--- src/rtl/regfile_writeback.sv ---
// Register-file write-port front end: merges ALU results and buffered LSU loads onto
// one registered write port, and tracks registers still waiting on an outstanding load.
module regfile_writeback #(
  parameter int RegisterSize = 5,
  parameter int OperandSize  = 32,
  parameter int NumRegisters = 32,
  parameter int FifoDepth    = 4
) (
  input  logic                        clk,
  input  logic                        rst,
  input  logic                        alu_valid,
  input  logic [RegisterSize-1:0]     alu_rd,
  input  logic [OperandSize-1:0]      alu_data,
  input  logic                        lsu_valid,
  output logic                        lsu_ready,
  input  logic [RegisterSize-1:0]     lsu_rd,
  input  logic [OperandSize-1:0]      lsu_data,
  input  logic                        load_issue,
  input  logic [RegisterSize-1:0]     load_issue_rd,
  input  logic [RegisterSize-1:0]     query_rs1,
  input  logic [RegisterSize-1:0]     query_rs2,
  output logic                        hazard_1,
  output logic                        hazard_2,
  output logic [RegisterSize-1:0]     addr_3,
  output logic                        write_enable_3,
  output logic [OperandSize-1:0]      write_data_3,
  output logic [$clog2(FifoDepth):0]  fifo_count
);

  localparam int PtrW = $clog2(FifoDepth);
  localparam int CntW = $clog2(FifoDepth) + 1;

  logic [RegisterSize-1:0] fifo_rd_mem   [FifoDepth];
  logic [OperandSize-1:0]  fifo_data_mem [FifoDepth];

  logic [PtrW-1:0]         rd_ptr_q, rd_ptr_d;
  logic [PtrW-1:0]         wr_ptr_q, wr_ptr_d;
  logic [CntW-1:0]         count_q, count_d;
  logic [NumRegisters-1:0] pending_q, pending_d;
  logic [RegisterSize-1:0] addr_q, addr_d;
  logic                    we_q, we_d;
  logic [OperandSize-1:0]  wdata_q, wdata_d;

  logic                    full;
  logic                    empty;
  logic                    alu_win;
  logic                    pop;
  logic                    push;
  logic [RegisterSize-1:0] head_rd;
  logic [OperandSize-1:0]  head_data;

  // LSU handshake: a transfer happens on any cycle with lsu_valid && lsu_ready.
  // lsu_ready depends only on FIFO occupancy (pre-pop) and reset, never on lsu_valid;
  // the producer keeps lsu_rd/lsu_data stable while lsu_valid && !lsu_ready.
  assign full      = (count_q == CntW'(FifoDepth));
  assign empty     = (count_q == '0);
  assign lsu_ready = !rst && !full;

  assign head_rd   = fifo_rd_mem[rd_ptr_q];
  assign head_data = fifo_data_mem[rd_ptr_q];

  // Loads to x0 complete the handshake but are dropped instead of enqueued.
  assign alu_win = alu_valid && (alu_rd != '0);
  assign pop     = !alu_win && !empty;
  assign push    = lsu_valid && lsu_ready && (lsu_rd != '0);

  always_comb begin
    rd_ptr_d  = rd_ptr_q;
    wr_ptr_d  = wr_ptr_q;
    count_d   = count_q;
    pending_d = pending_q;
    addr_d    = addr_q;
    wdata_d   = wdata_q;
    we_d      = 1'b0;

    if (alu_win) begin
      we_d    = 1'b1;
      addr_d  = alu_rd;
      wdata_d = alu_data;
    end else if (pop) begin
      we_d    = 1'b1;
      addr_d  = head_rd;
      wdata_d = head_data;
    end

    if (pop) begin
      rd_ptr_d           = rd_ptr_q + PtrW'(1);
      pending_d[head_rd] = 1'b0;
    end
    if (push) begin
      wr_ptr_d = wr_ptr_q + PtrW'(1);
    end
    if (push && !pop) begin
      count_d = count_q + CntW'(1);
    end else if (pop && !push) begin
      count_d = count_q - CntW'(1);
    end

    // Applied after the pop clear so a freshly issued load to the same rd stays pending.
    if (load_issue && (load_issue_rd != '0)) begin
      pending_d[load_issue_rd] = 1'b1;
    end
    pending_d[0] = 1'b0;
  end

  always_ff @(posedge clk or posedge rst) begin
    if (rst) begin
      rd_ptr_q  <= '0;
      wr_ptr_q  <= '0;
      count_q   <= '0;
      pending_q <= '0;
      addr_q    <= '0;
      we_q      <= 1'b0;
      wdata_q   <= '0;
    end else begin
      rd_ptr_q  <= rd_ptr_d;
      wr_ptr_q  <= wr_ptr_d;
      count_q   <= count_d;
      pending_q <= pending_d;
      addr_q    <= addr_d;
      we_q      <= we_d;
      wdata_q   <= wdata_d;
    end
  end

  always_ff @(posedge clk) begin
    if (push) begin
      fifo_rd_mem[wr_ptr_q]   <= lsu_rd;
      fifo_data_mem[wr_ptr_q] <= lsu_data;
    end
  end

  // The write on the port this cycle is not yet in the register file, so it still counts.
  always_comb begin
    hazard_1 = (query_rs1 != '0) &&
               (pending_q[query_rs1] || (we_q && (addr_q == query_rs1)));
    hazard_2 = (query_rs2 != '0) &&
               (pending_q[query_rs2] || (we_q && (addr_q == query_rs2)));
  end

  assign addr_3         = addr_q;
  assign write_enable_3 = we_q;
  assign write_data_3   = wdata_q;
  assign fifo_count     = count_q;

endmodule

--- config.mk ---
export PLATFORM = sky130hd
export DESIGN_NAME = regfile_writeback
export DESIGN_NICKNAME = d
export VERILOG_FILES = /design/src/rtl/regfile_writeback.sv
export SDC_FILE = /design/constraint.sdc
export NUM_CORES = 1
export LEC_CHECK = 0
export BUFFER_PORTS_ARGS = -buffer_cell sky130_fd_sc_hd__buf_2
export CORE_MARGIN = 2
export CORE_UTILIZATION = 40
export DETAILED_ROUTE_END_ITERATION = 6
export PLACE_DENSITY_LB_ADDON = 0.3
export SYNTH_ARGS = -nofsm -noshare
export SYNTH_HDL_FRONTEND = slang
export SYNTH_SLANG_ARGS = --single-unit
--- constraint.sdc ---
create_clock -name clk -period 3.01 [get_ports clk]
set_input_delay 0.301 -clock clk [delete_from_list [all_inputs] [get_ports clk]]
set_output_delay 0.301 -clock clk [all_outputs]
set_load 0.02 [all_outputs]
==> results_dict.tcl, run 1 <==
set metrics [dict create \
    status "finished, final reports clean" \
    skew_ps 9.64 \
    globalRouteTotalUtil_pct 17.5 \
    clockBufferDepth 3 \
    syn_inst 674 \
    htreeDepth 1 \
    slowest_delay_ps 440 \
    r2r_cells 11 \
    peakVddDrop_uv 536 \
    drc_errors 0 \
    clockPowerShare_pct 27.0 \
    cp_slowest_cell "dfrtp_1" \
    hold_violations 0 \
    ys_seq_area_share_pct 66.7 \
    design_power_total_mw 10.4 \
    routabilityCongestion 0.798 \
    p_leak_nw 4.41 \
    syn_area_per_cell_um2 14.1 \
    grt_antenna_before_repair 4 \
    relSlewSlack_pct 48.8 \
    synth_top_cells_by_area "edfxtp_1 47%, dfrtp_1 20%, mux4_2 11%" \
    grt_max_degree 50 \
    die_y_um 158 \
    synthDistinctLibCells 41 \
    drt_iter0_drc 376 \
    crit_fanout 4 \
    area_delta_synth_final_pct 20.4 \
    nets 923 \
    yosysWarnings 0 \
    cts_tree "built" \
    start_util_pct 40.6 \
    place_ws_ps 587 \
    die_w_um 158 \
    max_freq_mhz 425 \
    intPower_mw 6.96 \
    hold_path_class "input port to register" \
    hpwlAfterDp_um 14200 \
    holdBufCountCts 3 \
    dieArea_mm2 0.0250 \
    dpl.cell_count 1114 \
    maxSlewViolCount 0 \
    fin_hold_ws_ps 17.6 \
    finalWirelength_um 21400 \
    cts_sinks 224 \
    cts_root_buffer "clkbuf_16" \
    ioPinCount 138 \
    synth_area_mm2 0.00951 \
    swShare_pct 33.0 \
    fin_cells 1160 \
    drv_cap 0 \
    synth_top_area_share_pct 46.7 \
    power_frac_seq_pct 42.2 \
    clock_latency_ps 500 \
    finalSetupTns_ps 0 \
    wl_per_cell_um 18.5 \
    p_switching_mw 3.42 \
    comb_power_share_pct 30.8 \
    first_global_vias 5895 \
    fillers 2073 \
    fin_crit_sh_pct 78.1 \
    first_pass_iters 5 \
    post_cts_buffers 0 \
    drtAntennaViolNets 0 \
    crit_type "register to output port" \
    cts.clk_slew.worst_paths_ps 60 \
    syn_nets 774 \
    rsz0062_at_grt "false" \
    crit_chain "xor2_1, nor3_1, a41oi_1, a21oi_1, o32a_1, buf_2" \
    grt_pass1_wl_um 33500 \
    rows 56 \
    layout_setup_ws_ps 659 \
    setup_viol 0 \
    ys_ff_latch 224 \
    power.density_mw_per_mm2 906 \
    fp.coreArea_mm2 0.0234 \
    cts_made_buffers 23 \
    max_slew.worst_pin.slew_ps 765 \
    io_buffers 137 \
    vias 6025 \
    drive_gt1_share_pct 30.9 \
    arrival_ps 2050 \
    routed_via_density 5.19 \
    min_path_cells 1 \
    gr-total-overflow 0 \
    cts_resized 0 \
    critPathLaunchType "register" \
    required_ps 2710 \
    end_kind "output port" \
    synth_top_cell_by_area "edfxtp_1" \
    fin_crit_ps 2350 \
]
## area by class of cell
class / instances / area (µm²) / share of cell area (%)
diodes: 2 / 5.00 / 0.0437
repair buffers: 157 / 893 / 7.80
multi-input cells: 409 / 3020 / 26.4
flip-flops and latches: 224 / 6350 / 55.4
well taps: 319 / 399 / 3.49
clock buffers: 26 / 597 / 5.21
clock inverters: 15 / 155 / 1.36
inverters: 8 / 31.3 / 0.273
## power by group through the flow
stage                     Sequential [mW]  Clock [mW]  Combinational (mW)
after floorplan                      4.56           0                2.01
after global placement               4.43           0                3.20
after detailed placement             4.43           0                3.24
after CTS                            4.38        2.87                3.25
after global routing                 4.46        2.99                3.52
final                                4.38        2.80                3.20
## stage by stage
step / util, % / cell area, µm²
after floorplan: - / 9510
after global placement: 45.6 / 10700
after detailed placement: 45.6 / 10700
after CTS: 48.9 / 11400
after global routing: 48.9 / 11400
final: 48.9 / 11400
## placed cells by master, fill, tap and decap left out, types with 3 or more instances in the layout
master         synthesis  routed
clkinvlp_4             0       6
buf_4                  0      13
nor3b_1                4       4
ha_1                   5       5
inv_1                  8       7
mux2_2                 4       4
mux2i_1               12      12
o21ai_1                9       8
clkbuf_16              0      23
nand3_1                6       6
buf_2                  6     137
buf_12                 0       4
nor2_1                47      47
nor3_1                 5       4
a21oi_1                9       9
mux4_2                48      48
xor2_1                 9       9
edfxtp_1             148     148
a31oi_1               36      36
clkinv_4               0       3
clkinv_2               0       4
dfrtp_1               76      74
nand3b_1               5       5
o21ai_0               28      28
or4_4                  3       3
and2_2                 0       4
and3_1                 4       4
dlygate4sd3_1          0       3
nand2_1              144     144
xnor2_1                6       6
## layer usage
layer / GRT usage, % / up-vias / wire length, µm
met4: 4.38 / 2 / 369
li1: - / 2811 / -
met3: 3.48 / 31 / 1440
met5: 0 / - / 13
met1: 24.0 / 2985 / 9360
met2: 28.9 / 196 / 10300
## synth_stat cells (all sizes together)
cell    count
edfxtp    148
nand2     144
dfrtp      76
mux4       48
nor2       47
o21ai      37
a31oi      36
clkbuf     19
buf        14
mux2i      12
a21oi       9
xor2        9
inv         8
nand3       6
xnor2       6
and2        5
ha          5
nand3b      5
nor3        5
or4         5
and3        4
mux2        4
nor3b       4
and3b       2
nand4       2
o211ai      2
or3         2
a221oi      1
a41oi       1
fa          1
nor2b       1
nor4        1
o21a        1
o21bai      1
o221ai      1
o32a        1
or3b        1
## worst max-delay path: cells and delay by family (launching register included)
kind / cells / cell delay, ps
buffers and inverters: 1 / 160
xor gates and xnor gates: 1 / 180
AOI/OAI and AO/OA: 3 / 490
DFF: 1 / 440
and+or+nand+nor: 1 / 290
## sequential cells by signal, summed over array words and instances (netlist names)
name	count
write_enable_3	1
fifo_rd_mem	20
addr_3	5
fifo_count	3
write_data_3	32
fifo_data_mem	128
pending_q	31
wr_ptr_q	2
rd_ptr_q	2
## path summary, 6_finish.rpt
kind	start	to	slack [ps]
max in group asynchronous	rst	write_data_3[5]	1950
max	addr_3[1]	hazard_2	660
min in group asynchronous	rst	write_data_3[16]	400
min	lsu_data[9]	fifo_data_mem[2][9]	20
max reg2reg	fifo_count[1]	fifo_count[2]	780
min reg2reg	pending_q[5]	pending_q[5]	520
## cells by family after synthesis
| logic type | after synthesis | synth area share (%) |
|---|---|---|
| fa+ha+maj | 6 | 0.868 |
| compound gates | 90 | 5.56 |
| buf+inv | 41 | 1.78 |
| flops | 224 | 66.7 |
| simple gates | 234 | 10.6 |
| xor+xnor | 15 | 1.38 |
| mux | 64 | 13.1 |
Note: power is estimated with default switching activity, not from simulation.
==> run 2: changes to the inputs <==
clock period = 2.18 ns   (was 3.01 ns; I/O delays follow)
==> results_dict.tcl, run 2 (synthesis gave the netlist of run 1 again) <==
set metrics [dict create \
    wl_met1_um 9520 \
    end_kind "output port" \
    drv_cap 0 \
    cts_made_buffers 23 \
    r2r-start "rd_ptr_q[0]" \
    routabilityCongestion 0.794 \
    maxSlewViolCount 0 \
    drive_gt1_share_pct 30.6 \
    fillers 1974 \
    finalSetupTns_ps -85.8 \
    dieArea_mm2 0.0250 \
    required_ps 1960 \
    die_y_um 158 \
    final_common_cell "edfxtp_1" \
    gr-total-overflow 0 \
    ioPinCount 138 \
    whs_endpoint "addr_3[1]" \
    grt_antenna_before_repair 0 \
    wl_met3_um 1160 \
    relSlewSlack_pct 58.9 \
    fin_crit_ps 2230 \
    grt_pass1_wl_um 34800 \
    min_path_cells 4 \
    power.density_mw_per_mm2 1180 \
    fin_util_pct 53.0 \
    crit_family "multiplexers" \
    peakVddDrop_uv 676 \
    crit_fanout 3 \
    start_util_pct 40.6 \
    cp_num_buf_inv 2 \
    largest_reg_flops 128 \
    io_buffers 137 \
    comb_power_share_pct 32.4 \
    max_freq_mhz 448 \
    globalRouteTotalUtil_pct 17.9 \
    fin_crit_sh_pct 102 \
    finalWirelength_um 21900 \
    arrival_ps 2010 \
    design_power_total_mw 14.7 \
    rows 56 \
    final_cell_mix "148 x edfxtp_1, 143 x nand2_1, 134 x buf_2" \
    intPower_mw 9.98 \
    drtAntennaViolNets 0 \
    fp.coreArea_mm2 0.0234 \
    first_global_vias 6550 \
    htreeDepth 1 \
    drt_iter0_drc 315 \
    hold_path_class "input port to register" \
    status "finished, violations left" \
    hpwlAfterDp_um 14600 \
    crit_chain "mux4_2, inv_2, a221oi_2, o32a_1, buf_6" \
    cts_root_buffer "clkbuf_16" \
    p_switching_mw 4.71 \
    clock_latency_ps 510 \
    first_pass_iters 5 \
    clockBufferDepth 3 \
    timing.rr.end "pending_q[24]" \
    nets 1014 \
    area_delta_synth_final_pct 30.4 \
    rrSetupSlack_ps 120 \
    routed_via_density 5.11 \
    place_ws_ps -75.9 \
    drc_errors 0 \
    layout_setup_ws_ps -50.8 \
    rsz0062_at_grt "true" \
    vias 6386 \
    routed.top_layer "met4" \
    p_leak_nw 4.85 \
    power_frac_seq_pct 41.0 \
    swShare_pct 32.1 \
    cp_slowest_cell "mux4_2" \
    setup_viol 2 \
    min_from "alu_rd[1]" \
    skew_ps 13.9 \
    max_slew.worst_pin.slew_ps 614 \
    grt_max_degree 54 \
    dr_wl_met2_um 10800 \
    antenna_cells 0 \
    slowest_delay_ps 480 \
    top_register "fifo_data_mem" \
    critPathLaunchType "register" \
    cts_tree "built" \
    hold_violations 0 \
    die_w_um 158 \
    clockPowerShare_pct 26.6 \
    cts_sinks 224 \
    crit_type "register to output port" \
    r2r_cells 4 \
    violations "setup timing" \
    wl_per_cell_um 17.5 \
    cts.clk_slew.worst_paths_ps 60 \
]
-- run 2: cell types whose count changed in the layout (fill, tap and decap cells not counted), sizes merged --
| cell | change |
|---|---|
| buf | +21 |
| dlygate4sd3 | +69 |
| bufinv | +1 |
| dlymetal6s4s | +1 |
| inv | +1 |
| clkbuf | +4 |
| clkinvlp | -5 |
| diode | -2 |
-- run 2: worst max path at each step --
stage / slack [ps] / cells after the start / to / from
CTS: -70 / 5 / hazard_2 / pending_q[22]
global placement: -40 / 8 / fifo_count[1] / alu_rd[2]
floorplan: -40 / 10 / fifo_count[2] / fifo_count[0]
finish: -50 / 5 / hazard_2 / pending_q[3]
detailed placement: -80 / 8 / fifo_count[1] / alu_rd[2]
global route: -220 / 6 / hazard_1 / pending_q[23]
-- run 2: layout make-up --
type / count / area, µm² / share of cell area, %
Inverter: 8 / 33.8 / 0.272
Tap cell: 319 / 399 / 3.22
Clock inverter: 12 / 141 / 1.14
Sequential cell: 224 / 6350 / 51.2
Multi-Input combinational cell: 409 / 3070 / 24.7
Clock buffer: 30 / 612 / 4.93
Timing Repair Buffer: 248 / 1800 / 14.5
-- run 2: timing repair --
action	CTS	global route
gates cloned	0	0
pin swaps	3	6
setup buffers	2	0
gates resized for setup	3	6
endpoints found under the hold margin	259	0
hold buffers	73	0
setup endpoints to repair	2	16
-- run 2: power groups by stage --
stage / sequential, mW / clock, mW / combinational (mW)
after floorplan: 6.29 / 0 / 2.82
after global placement: 6.08 / 0 / 4.60
after detailed placement: 6.11 / 0 / 4.66
after CTS: 6.03 / 4.01 / 4.82
after global routing: 6.14 / 4.18 / 5.24
final: 6.03 / 3.91 / 4.76
-- run 2: metal layers --
metal / up-vias / global-route usage, %
met4: 0 / 4.72
met1: 3172 / 24.1
met2: 188 / 30.4
met3: 32 / 2.76
li1: 2994 / -
met5: - / 0
-- run 2: tightest hold or removal path: cells and delay by family --
family                 cells  cell delay [ps]
AOI/OAI and AO/OA          1               60
buffers and inverters      2              180
and+or+nand+nor            1               40
-- run 2: metrics by stage --
step | hold slack (ps) | instances | area, µm²
after global routing | 19.8 | 1250 | 12400
after CTS | 9.92 | 1251 | 12400
final | 30.1 | 1250 | 12400
after detailed placement | 156 | 1134 | 10900
after global placement | 159 | 1134 | 10900
after floorplan | 317 | 674 | 9580
==> run 3: changes to the inputs <==
CORE_UTILIZATION = 55   (was 40)
CTS_CLUSTER_DIAMETER = 80   (was unset)
==> results_dict.tcl, run 3 (synthesis gave the netlist of run 1 again) <==
set metrics [dict create \
    status "finished, violations left" \
    violations "setup timing" \
    rsz0062_at_grt "true" \
    fin_util_pct 71.9 \
    die_y_um 136 \
    finalSetupTns_ps -106 \
    required_ps 1960 \
    fp.coreArea_mm2 0.0171 \
    drtAntennaViolNets 0 \
    dieArea_mm2 0.0184 \
    peakVddDrop_uv 891 \
    r2r-start "fifo_count[1]" \
    maxSlewViolCount 0 \
    slowest_delay_ps 510 \
    intPower_mw 10.2 \
    drv_cap 0 \
    routed_via_density 5.67 \
    ioPinCount 138 \
    drive_gt1_share_pct 31.2 \
    io_buffers 137 \
    first_pass_iters 5 \
    power_frac_seq_pct 40.5 \
    cts_tree "built" \
    comb_power_share_pct 32.3 \
    drc_errors 0 \
    multi_input_area_mm2 0.00307 \
    cp_slowest_cell "mux4_2" \
    hold_violations 0 \
    fin_crit_sh_pct 103 \
    start_util_pct 55.6 \
    arrival_ps 2020 \
    crit_start "pending_q[23]" \
    cts.clk_slew.worst_paths_ps 60 \
    clockBufferDepth 3 \
    cts_made_buffers 23 \
    cts_sinks 224 \
    gr-total-overflow 0 \
    crit_family "multiplexers" \
    crit_type "register to output port" \
    htreeDepth 1 \
    top_register "fifo_data_mem" \
    max_freq_mhz 447 \
    critPathLaunchType "register" \
    final_cell_mix "148 x edfxtp_1, 140 x nand2_1, 134 x buf_2" \
    globalRouteTotalUtil_pct 25.1 \
    fillers 1132 \
    grt_max_degree 44 \
    hold_path_class "input port to register" \
    min_from "alu_data[13]" \
    grt_pass1_wl_um 35600 \
    routabilityCongestion 0.886 \
    final_common_cell "edfxtp_1" \
    max_slew.worst_pin.slew_ps 648 \
    setup_viol 2 \
    power.density_mw_per_mm2 1210 \
    p_switching_mw 4.80 \
    finalWirelength_um 22800 \
    fin_crit_ps 2230 \
    clock_latency_ps 510 \
    largest_reg_flops 128 \
    cts_root_buffer "clkbuf_16" \
    cp_num_buf_inv 1 \
    p_leak_nw 4.86 \
    area_delta_synth_final_pct 29.4 \
    skew_ps 12.1 \
    drt_iter0_drc 386 \
    wl_per_cell_um 19.7 \
    seqCellArea_mm2 0.00635 \
    crit_fanout 3 \
    die_w_um 136 \
    end_kind "output port" \
    relSlewSlack_pct 56.6 \
    clockPowerShare_pct 27.2 \
    rows 48 \
    vias 6554 \
    fin_hold_ws_ps 20.8 \
    layout_setup_ws_ps -54.8 \
    crit_chain "mux4_2, mux2i_1, a21oi_1, nor3_1, a31oi_1, buf_4" \
    first_global_vias 6747 \
    nets 1013 \
    swShare_pct 32.1 \
    grt_antenna_before_repair 1 \
    hpwlAfterDp_um 14300 \
]
[run 3: cell count changes in the layout (fill, tap and decap cells not counted), sizes merged]
cell         change
clkbuf           -4
clkinv           +4
bufinv           +1
diode            +1
dlygate4sd3      -1
inv              -1
[run 3: path summary, 6_finish.rpt]
path	to	slack (ps)	depth (start not counted)
setup reg to reg	fifo_count[2]	80	11
hold reg to reg	pending_q[22]	530	2
max in group asynchronous	rd_ptr_q[1]	1230	4
min in group asynchronous	write_data_3[14]	310	3
hold / removal	write_data_3[13]	20	3
setup / recovery	hazard_1	-50	6
[run 3: final cells by class]
class                   instances  area share (%)
multi-input cells             409            25.0
clock inverters                16            1.51
flip-flops and latches        224            51.6
well taps                     225            2.29
inverters                       8           0.274
repair buffers                247            14.4
clock buffers                  26            4.93
diodes                          1          0.0203
[run 3: power by group through the flow]
stage | Combinational, mW | Sequential [mW] | Clock (mW)
6_report | 4.82 | 6.06 | 4.07
5_1_grt | 5.23 | 6.15 | 4.29
4_1_cts | 4.72 | 6.04 | 4.14
3_5_place_dp | 4.53 | 6.12 | 0
3_3_place_gp | 4.40 | 6.04 | 0
2_1_floorplan | 2.82 | 6.29 | 0
[run 3: through the flow]
stage,area [µm²],setup slack [ps],std cells,total power [mW]
floorplan,9580,-37.9,674,9.11
global placement,10700,-6.39,1030,10.4
detailed placement,10700,-46.0,1030,10.6
CTS,12200,-79.9,1147,14.9
global route,12300,-177,1156,15.7
finish,12300,-54.8,1156,15.0
[run 3: timing repair]
item                       in CTS  in global routing
hold buffers                   71                  1
cloned                          0                  0
setup endpoints to repair       3                  5
setup buffers                   4                  8
hold endpoints to repair      196                  1
resized for setup               4                  9
pin swaps                       5                 13
[run 3: metal layers]
metal  GRT usage (%)  wire length (µm)  part of all wire (%)  vias to the layer above
met5               0                 0                     0                        -
met4            7.93               505                   2.2                        0
met3            3.78              1480                   6.5                       47
met2            43.7             12000                    53                      279
met1            33.0              8800                    39                     3230
li1                -                 -                     -                     2998
[run 3: worst register-to-register path, delay by kind of cell, from the launching register on]
kind	cells	cell delay [ps]
buffers and inverters	2	150
AOI/OAI and AO/OA	2	320
adders and majority gates	2	490
and+or+nand+nor	3	310
xor gates and xnor gates	2	370
DFF	1	370
